### config.mk
export PLATFORM = sky130hd
export DESIGN_NAME = icache_direct
export DESIGN_NICKNAME = d
export VERILOG_FILES = /design/src/rtl/icache_direct.sv
export SDC_FILE = /design/constraint.sdc
export NUM_CORES = 1
export LEC_CHECK = 0
export CORE_UTILIZATION = 59
export CTS_BUF_LIST = sky130_fd_sc_hd__clkbuf_8
export DETAILED_ROUTE_END_ITERATION = 7
export DONT_BUFFER_PORTS = 1
export PLACE_DENSITY = 0.81
export SLEW_MARGIN = 10
export SYNTH_ARGS = -nofsm -noshare
export SYNTH_HDL_FRONTEND = slang
export SYNTH_SLANG_ARGS = --single-unit
### constraint.sdc
create_clock -name CLK -period 8.1 [get_ports CLK]
set_input_delay 1.215 -clock CLK [delete_from_list [all_inputs] [get_ports CLK]]
set_output_delay 1.215 -clock CLK [all_outputs]
set_load 0.005 [all_outputs]
### src/rtl/icache_direct.sv
// Direct-mapped, one-word-per-frame, read-only instruction cache with
// same-cycle hits, a two-state miss FSM and saturating hit/miss counters.
module icache_direct #(
  parameter int NSETS = 16,
  parameter int IDX_W = $clog2(NSETS)
) (
  input  logic        CLK,
  input  logic        RST,
  input  logic        imemREN,
  input  logic [31:0] imemaddr,
  output logic        ihit,
  output logic [31:0] imemload,
  output logic        iREN,
  output logic [31:0] iaddr,
  input  logic        iwait,
  input  logic [31:0] iload,
  input  logic        flush,
  output logic [31:0] hit_count,
  output logic [31:0] miss_count
);
  localparam int TAG_W = 30 - IDX_W;

  typedef enum logic {IDLE, MISS} state_t;

  state_t           state;
  logic [NSETS-1:0] valid;
  logic [TAG_W-1:0] tags [NSETS];
  logic [31:0]      data [NSETS];
  logic [31:0]      hit_cnt, miss_cnt;

  logic [IDX_W-1:0] idx;
  logic [TAG_W-1:0] tag;
  logic             hit, fill;
  logic             unused_low;

  assign idx        = imemaddr[IDX_W+1:2];
  assign tag        = imemaddr[31:IDX_W+2];
  assign unused_low = ^imemaddr[1:0];

  assign hit  = imemREN & valid[idx] & (tags[idx] == tag);
  // Fill uses whatever address is on the port in the iwait==0 cycle, so tag
  // and data always land in the same frame together.
  assign fill = (state == MISS) & imemREN & ~iwait & ~RST;

  assign ihit       = ~RST & ~flush & (state == IDLE) & hit;
  assign imemload   = ihit ? data[idx] : 32'd0;
  assign iREN       = ~RST & (state == MISS);
  assign iaddr      = {imemaddr[31:2], 2'b00};
  assign hit_count  = hit_cnt;
  assign miss_count = miss_cnt;

  always_ff @(posedge CLK) begin
    if (RST) begin
      state    <= IDLE;
      valid    <= '0;
      hit_cnt  <= '0;
      miss_cnt <= '0;
    end else begin
      if (ihit && hit_cnt != '1) hit_cnt <= hit_cnt + 32'd1;
      if (flush) begin
        // Flush beats a simultaneous fill; the frame stays invalid.
        valid <= '0;
        state <= IDLE;
      end else begin
        case (state)
          IDLE: if (imemREN && !hit) begin
            state <= MISS;
            if (miss_cnt != '1) miss_cnt <= miss_cnt + 32'd1;
          end
          MISS: if (!imemREN) begin
            state <= IDLE;
          end else if (!iwait) begin
            valid[idx] <= 1'b1;
            state      <= IDLE;
          end
          default: state <= IDLE;
        endcase
      end
    end
  end

  // Tag/data arrays carry no reset; valid bits alone qualify them.
  always_ff @(posedge CLK) begin
    if (fill) begin
      tags[idx] <= tag;
      data[idx] <= iload;
    end
  end

endmodule

**After elaboration in Yosys (flattened, before gate mapping)**

Memories as Yosys holds them, arrays and structs flattened.
Cells that the tools add are included.

- Register bits: 81
- RAM bits: 928
- Output and inout port bits: 130
- Memories: 2

Memory list:

| name | depth | bits a word | read ports | clocked after Yosys merged registers in | wr ports | RTL line | RTL |
|---|---|---|---|---|---|---|---|
| data | 16 | 32 | 1 | 0 | 1 | 28 | `logic [31:0] data [NSETS];` |
| tags | 16 | 26 | 1 | 0 | 1 | 27 | `logic [TAG_W-1:0] tags [NSETS];` |

- Add/sub/neg operators: 2
- $lt $le $gt $ge: 2
- Eq/ne operators: 3
- Multiplexer cells: 11
- Bitwise gates (word level): 14
- Reductions and logical operators: 7

Operators with widths:

| kind | number |
|---|---|
| 32-bit by 1-bit adder with 32-bit output (second input constant) | 2 |
| 32-bit inequality test (second input constant) | 2 |
| 32-bit 2-to-1 mux | 1 |
| 26-bit equality test | 1 |
| 16-bit OR | 1 |
| 1-bit bitwise AND | 9 |
| 1-bit 2-to-1 mux | 7 |
| 4-bit by 5-bit < comparator with 1-bit output (second input constant) | 1 |
| 1-bit binary-select mux with 4-bit select | 1 |
| 1-bit demux with 4-bit select | 1 |
| 4-bit by 1-bit greater-or-equal comparator with 1-bit output (second input constant) | 1 |
| 1-bit inverter | 4 |
| 4-bit AND reduction | 1 |
| 1-bit logical AND | 3 |
| 3-bit AND reduction | 1 |
| 1-bit case mux with 2 select lines | 1 |
| 2-bit OR reduction | 1 |
| 1-bit logical NOT | 1 |

**Longest topological paths before layout**

Gate-level depths: netlist (run 1).

- Depth after elaboration: 8
- Mapped depth: 18
- Depth with buffers taken out: 10

**Least setup slack after synthesis (run 1)**

OpenSTA, ideal clock, no wires.

- Kind: input port to flip-flop
- Start point: input port imemaddr[4]
- End point: memory data[11][0], enable pin
- Library setup time: 545 ps
- Data arrival time: 6444 ps
- Required time: 7555 ps
- Path slack: 1110 ps
- Stages: 7
- Buffers on the path: 4
- Cell sequence: buf_4 buf_6 buf_4 inv_2 buf_1 nand2_1 nor3_1

RTL lines:

| element | RTL line | RTL |
|---|---|---|
| from (decl) | 10 | `input logic [31:0] imemaddr,` |
| to (decl) | 28 |  |

Straight into the memory's write port.

**Final worst setup path (run 1)**

- Start point: input port imemaddr[2]
- End point: output port imemload[5]

- Longest elaborated chain between the ends: 6
- Elaborated cells on any way between the ends: 9
- Classes of those cells: eq/ne (1); mux (3); bitwise (3); memory (2)

RTL lines:

| element | RTL line | RTL |
|---|---|---|
| parallel branches: the longest is 5 deep, another holds memory 16 x 26 bit | -- |  |
| 32-bit 2-to-1 mux (*) | 46 | `assign imemload = ihit ? data[idx] : 32'd0;` |
| to (decl) | 12 | `output logic [31:0] imemload,` |

Every way passes the cells marked *. The select of a mux whose other input is x is not followed.

==> results.md, run 1 <==
- Most common cell in the netlist: edfxtp_1
- Clock Tree Root: clkbuf_8
- Rows: 96
- Placed inst area: 0.0414 sq mm
- Total GRT Usage: 25.4%
- Outcome: finished clean
- Largest family of logic cells by synthesized area: multiplexers
- Max cap viols: 0
- Layout Cell Area excl Fill: 0.0442 sq mm
- Fill cell count: 4,350
- Via/cell ratio: 6.62
- Adder-Cell Fraction of Synth Area: 0.0614%
- Total negative slack: 0 ns
- Starting Density: 59.5%
- CP Max Fanout: 267
- Layout cells sized above 1: 22.3%
- Number of global-route vias before repair: 21.6k
- Hpwl dp: 46,200 um
- Final Cycle Share: 84.8%
- Final ANT Viol Nets: 0
- CP startpoint: imemaddr[2]
- Unrepaired setup endpoints after global routing: no
- Hold Crit Class: reg2reg
- CP arrival: 5.65 ns
- Die width: 265 um
- Layout overhead on the synthesized area: 8.51%
- Bufs on Longest Clock Path: 3
- Post-CTS resize count: 0
- Commonest cells post-synth: edfxtp_1 (928), mux4_2 (221), mux2i_1 (109), nor2_1 (84), dfxtp_1 (81)
- FF-to-FF setup slack: 3.73 ns
- Power Dens Cells: 224 mW/mm^2
- Synth top area cells: edfxtp_1 (68%), mux4_2 (12%), dfxtp_1 (4.0%)
- Setup violators final: 0
- Port-buffer cells: 0
- Xor and xnor area share after synthesis: 0.430%
- Hold-fix buffers, CTS: 0
- Synth warn: 0
- Final net count: 2,294
- Syn_area_per_cell: 18.6 sq um
- Worst slew pin tran: 1.40 ns
- Leakage: 14.2 nW
- Mux contribution to synthesized area: 16.2%
- Leading area contributor after synthesis: edfxtp_1
- DRT Pass-1 Iters: 5
- Seq cells post-synth: 1,009
- Area share of the largest cell type after synthesis: 68.4%
- Pin count of the biggest net entering global routing: 268
- Fmax achieved: 146 MHz
- Crit path time final: 6.87 ns
- Worst r2r path cells: 10
- CTS tree: done
- Peak VDD IR: 0.177 mV
- Setup CP Type: in2out
- Die H: 265 um
- Worst Setup Start Kind: input pin
- Register area share after synthesis: 72.3%
- I/O pins: 199
- Gpl congestion: 0.876
- Detailed-route wire length per cell: 27.3 um
- Overall overflow remaining after global route: 0
- Worst-path clk slew: 0.06 ns
- Core Box Area: 0.0685 sq mm
- Post-synth EDFFs: 928
- Clock sinks: 1,009
- Drt drc: 0
- Sequential Area: 0.0295 sq mm
- Top FF cell, synth: edfxtp_1
- Area of the multi-input gates: 0.0105 sq mm
- Final Max Tran Viols: 0
- Post-Synth Simple-Gate Area: 5.16%
- Drt total wl: 87,900 um
- Final Skew: 0.0293 ns
- Hold Fails Final Rpt: 0
- Worst path required time: 6.88 ns
- First-pass GRT wire length: 131,000 um
- Total setup buffers inserted after CTS: 0
- Asr flop ratio synth: 0%
- Via Count: 21.3k
- Slew headroom: 6.73%
- Crit end category: primary output
- Post-Syn Area: 0.0408 sq mm
- Insertion delay to the later sink of the worst-skew pair: 0.79 ns
- Setup crit end: imemload[5]
- Initial antenna violation count: 3
- H-tree Lvls: 4
- Worst r2r src: tags[1][23]$_DFFE_PP_
- Post-Syn Instances: 2,186
- Synth cell types: 69
- Initial DRC count: 2,492
- Synth Area in Compound Gates: 3.60%
- Clock buffer count from CTS: 156
- DIE AREA: 0.0701 sq mm
- R2R Path End: hit_count[19]$_SDFFE_PP0P_
report_power, final:
group,switching (mW),internal (mW),leakage [nW],total [mW]
registers,0.00180,5.69,8.99,5.69
logic,0.116,0.167,3.56,0.283
clock network,1.93,2.01,1.65,3.94
total,2.05,7.86,14.2,9.91
final cells by class:
| type | count | area share (%) |
|---|---|---|
| flip-flops and latches | 1009 | 66.7 |
| multi-input cells | 1007 | 23.7 |
| clock inverters | 113 | 1.52 |
| well taps | 882 | 2.49 |
| inverters | 21 | 0.181 |
| clock buffers | 160 | 4.98 |
| repair buffers | 28 | 0.475 |
| diodes | 2 | 0.0113 |
worst min-delay path by stage:
| stage | slack [ns] | startpoint | end | depth (start not counted) |
|---|---|---|---|---|
| 2_1_floorplan | 0.43 | valid[10]$_SDFFE_PP0P_ | valid[10]$_SDFFE_PP0P_ | 2 |
| 3_5_place_dp | 0.46 | valid[8]$_SDFFE_PP0P_ | valid[8]$_SDFFE_PP0P_ | 2 |
| 5_1_grt | 0.44 | RST | miss_count[25]$_SDFFE_PP0P_ | 1 |
| 6_report | 0.48 | valid[3]$_SDFFE_PP0P_ | valid[3]$_SDFFE_PP0P_ | 2 |
| 4_1_cts | 0.42 | RST | miss_count[3]$_SDFFE_PP0P_ | 1 |
| 3_3_place_gp | 0.44 | valid[0]$_SDFFE_PP0P_ | valid[0]$_SDFFE_PP0P_ | 2 |
worst max-delay path, cell delays in order:
cell,delay [ns]
nor2_1,1.16
a22oi_1,0.17
nand2_1,0.14
xnor2_1,0.08
o32ai_1,0.64
nand3_1,0.26
nor3_1,0.29
nand3_1,0.28
inv_1,0.13
buf_4,0.35
and2_1,0.23
flip-flops by register name, indices dropped and copies added, names as in the netlist:
register    cells
hit_count      32
miss_count     32
state           1
tags          416
valid          16
data          512
per-layer routing:
metal | vias up | routed length (um) | track usage (%)
met1 | 11000 | 33100 | 33.7
met3 | 208 | 8280 | 5.54
met2 | 1129 | 44100 | 41.6
met4 | 0 | 2460 | 9.30
met5 | - | 0 | 0
li1 | 9009 | - | -
through the flow:
stage                     hold WS [ns]  std cells  setup slack, ns  utilization (%)  total power, mW
after floorplan                  0.431       2187             1.11                -             6.10
after global placement           0.442       2947             2.01             60.4             6.07
after detailed placement         0.460       2947             1.99             60.4             6.08
after CTS                        0.419       3220             1.97             64.6             9.97
after global routing             0.437       3221             1.82             64.6             10.2
final                            0.477       3222             1.23             64.6             9.91
cells in the final DEF (no fill, tap or decap), types with 33 or more instances in the layout:
master	count
a21oi_1	57
and2_1	38
clkbuf_8	160
clkinv_1	33
dfxtp_1	81
edfxtp_1	928
inv_1	71
mux2_2	46
mux2i_1	109
mux4_2	221
nand2_1	68
nor2_1	76
kinds of logic after synthesis:
family,count (synthesis)
AND/OR/NAND/NOR,399
multiplexers,376
adder cells (fa/ha/maj),2
buffers and inverters,171
other,1
flip-flops,1009
XOR/XNOR,20
AO/OA/AOI/OAI,208
Note: power is estimated with default switching activity, not from simulation.
==> run 2: changes to the inputs <==
--- a/config.mk
+++ b/config.mk
@@ -9,7 +9,7 @@
 export CTS_BUF_LIST = sky130_fd_sc_hd__clkbuf_8
 export DETAILED_ROUTE_END_ITERATION = 7
 export DONT_BUFFER_PORTS = 1
-export PLACE_DENSITY = 0.81
+export PLACE_DENSITY = 0.84
 export SLEW_MARGIN = 10
 export SYNTH_ARGS = -nofsm -noshare
 export SYNTH_HDL_FRONTEND = slang
==> constraint.sdc (replaced) <==
create_clock -name CLK -period 6.1 [get_ports CLK]
set_input_delay 0.915 -clock CLK [delete_from_list [all_inputs] [get_ports CLK]]
set_output_delay 0.915 -clock CLK [all_outputs]
set_load 0.005 [all_outputs]
==> run 2 against run 1 <==
Effect of this change:
- cell count about the same
- non-clock buffer count up 3
- critical path depth unchanged
- routed wire length up 4.0%
- register-to-register slack worse by 1.9 ns
- first-iteration DRC count up 13%
- via count up 1.0%
- final area up 0.36%
- power up 33%
- sequential power up 33%
- combinational power up 36%
- hold slack worse by 0.27 ns
- critical endpoint is now imemload[26]
==> results.md, run 2 (same netlist as run 1, synthesis figures left out) <==
- DIE AREA: 0.0701 sq mm (unchanged)
- Drt total wl: 91,400 um (was 87,900 um)
- Clock Tree Root: clkbuf_8 (unchanged)
- Via Count: 21.6k (was 21.3k)
- Peak VDD IR: 0.218 mV (was 0.177 mV)
- Leakage: 14.3 nW (was 14.2 nW)
- Final Cycle Share: 93.3%
- CTS tree: done (unchanged)
- Final net count: 2,297 (was 2,294)
- Total setup buffers inserted after CTS: 0 (unchanged)
- Port-buffer cells: 0 (unchanged)
- Critical-path top delay cell: nor2b_1 (was nor2_1)
- Final Max Tran Viols: 0 (unchanged)
- Initial antenna violation count: 3 (unchanged)
- Outcome: finished clean (unchanged)
- Hold Fails Final Rpt: 0 (unchanged)
- Total GRT Usage: 26.4% (was 25.4%)
- CP cell instances: nor2b_1 -> a22oi_1 -> a21oi_1 -> o221ai_1 -> o22ai_1 -> nand4_1 -> nor4_1 -> nand3_1 -> inv_1 -> buf_4 -> and2_1 (was nor2_1 -> a22oi_1 -> nand2_1 -> xnor2_1 -> o32ai_1 -> nand3_1 -> nor3_1 -> nand3_1 -> inv_1 -> buf_4 -> and2_1)
- Bufs on Longest Clock Path: 3 (unchanged)
- Drt drc: 0 (unchanged)
- Setup CP Type: in2out (unchanged)
- Total negative slack: 0 ns (unchanged)
- Final hold slack: 0.203 ns (was 0.477 ns)
- Gpl congestion: 0.815 (was 0.876)
- Hold-fix buffers, CTS: 0 (unchanged)
- H-tree Lvls: 4 (unchanged)
- Largest reg by FF count: data (unchanged)
- Overall overflow remaining after global route: 0 (unchanged)
- Final Skew: 0.0246 ns (was 0.0293 ns)
- Core Box Area: 0.0685 sq mm (unchanged)
- Max cap viols: 0 (unchanged)
- Layout overhead on the synthesized area: 8.90% (was 8.51%)
- Total power: 13.1 mW (was 9.91 mW)
- Power Dens Cells: 296 mW/mm^2 (was 224 mW/mm^2)
- Most frequent cells in the layout: edfxtp_1 (928), mux4_2 (221), clkbuf_8 (163), mux2i_1 (109), dfxtp_1 (81) (was edfxtp_1 (928), mux4_2 (221), clkbuf_8 (160), mux2i_1 (109), dfxtp_1 (81))
- CP arrival: 4.78 ns (was 5.65 ns)
- Post-CTS resize count: 0 (unchanged)
- Crit path time final: 5.69 ns
- Leading registers by flop count: data (512), tags (416) (unchanged)
- First-pass GRT wire length: 135,000 um (was 131,000 um)
- CP Max Fanout: 267 (unchanged)
- Clock sinks: 1,009 (unchanged)
- Detailed-route wire length per cell: 28.3 um (was 27.3 um)
- Hpwl dp: 49,500 um (was 46,200 um)
- Top cell family by delay on the critical path: simple AND/OR/NAND/NOR gates (unchanged)
- Starting Density: 59.5% (unchanged)
- Insertion delay to the later sink of the worst-skew pair: 0.80 ns (was 0.79 ns)
- Most common cell after layout, fill and taps aside: edfxtp_1 (unchanged)
- Worst slew pin tran: 1.18 ns (was 1.40 ns)
- Worst-path clk slew: 0.06 ns (about the same)
- Unrepaired setup endpoints after global routing: no (unchanged)
- Die width: 265 um (unchanged)
- Pin count of the biggest net entering global routing: 268 (unchanged)
- Worst path required time: 5.18 ns (was 6.88 ns)
- Worst Setup Start Kind: input pin (unchanged)
- Layout cells sized above 1: 22.7% (was 22.3%)
- Number of flip-flops in the largest register: 512 (unchanged)
- Number of global-route vias before repair: 22.1k (was 21.6k)
- Max incr delay on CP: 0.99 ns (was 1.16 ns)
- Hold Crit Class: in2reg (was reg2reg)
- Via/cell ratio: 6.68 (was 6.62)
- I/O pins: 199 (unchanged)
- CP bufs+invs: 2 (unchanged)
- Rows: 96 (unchanged)
- Slew headroom: 21.5% (was 6.73%)
- Crit end category: primary output (unchanged)
- Clock buffer count from CTS: 156 (unchanged)
- DRT Pass-1 Iters: 8 (was 5)
- Die H: 265 um (unchanged)
- Final ANT Viol Nets: 0 (unchanged)
- Initial DRC count: 2,822 (was 2,492)
- Fmax achieved: 176 MHz
- Setup violators final: 0 (unchanged)
## run 2: cell count changes in the layout (fill, tap and decap cells not counted), sizes merged
cell and change:
buf +3, bufinv -1, clkbuf +3, clkinv +6, clkinvlp +3, diode -1, inv -10
## run 2: layout make-up
class | count | area (sq um)
sequential | 1009 | 29500
fill | 4307 | 24100
multi-input combinational | 1007 | 10500
clock buffer | 163 | 2240
tap | 882 | 1100
clock inverter | 111 | 613
timing repair buffer | 31 | 358
inverter | 21 | 80.1
antenna | 1 | 2.50
## run 2: worst paths after layout
check / endpoint / from / slack (ns) / cells after the start
worst min register to register: valid[6]$_SDFFE_PP0P_ / valid[6]$_SDFFE_PP0P_ / 0.48 / 2
worst max-delay path: imemload[26] / imemaddr[2] / 0.41 / 11
worst max register to register: hit_count[10]$_SDFFE_PP0P_ / tags[1][23]$_DFFE_PP_ / 1.82 / 10
worst min-delay path: tags[14][10]$_DFFE_PP_ / imemaddr[16] / 0.20 / 0
## run 2: worst register-to-register path: stages, from the launching register on
cell and delay (ns):
edfxtp_1 0.39, mux4_2 0.47, mux2i_1 0.32, nor2_1 0.07, a2111oi_0 0.50, a31oi_1 0.23, or4b_1 0.59, or4_1 0.50
buf_4 0.29, nor4_1 0.40, mux2_2 0.40
## run 2: power by group
| group | leakage [nW] | switching, mW | internal (mW) | total [mW] |
|---|---|---|---|---|
| Sequential | 8.99 | 0.00262 | 7.55 | 7.55 |
| Combinational | 3.63 | 0.161 | 0.223 | 0.384 |
| Clock | 1.64 | 2.55 | 2.65 | 5.20 |
| Total | 14.3 | 2.71 | 10.4 | 13.1 |
## run 2: layer usage
layer,vias to the layer above,GRT usage [%],routed length (um)
met1,11000,34.5,33200
met3,224,6.90,9910
met2,1346,42.2,45000
met5,-,0,13
met4,2,11.4,3220
li1,8991,-,-
## run 2: stage by stage
step | util, % | worst slack (ns) | std cells | area, sq um
after floorplan | - | -0.590 | 2187 | 40800
after global routing | 64.8 | 0.309 | 3225 | 44400
after global placement | 60.7 | 0.892 | 2950 | 41500
after detailed placement | 60.7 | 0.895 | 2950 | 41500
after CTS | 64.8 | 0.885 | 3224 | 44400
final | 64.8 | 0.409 | 3225 | 44400
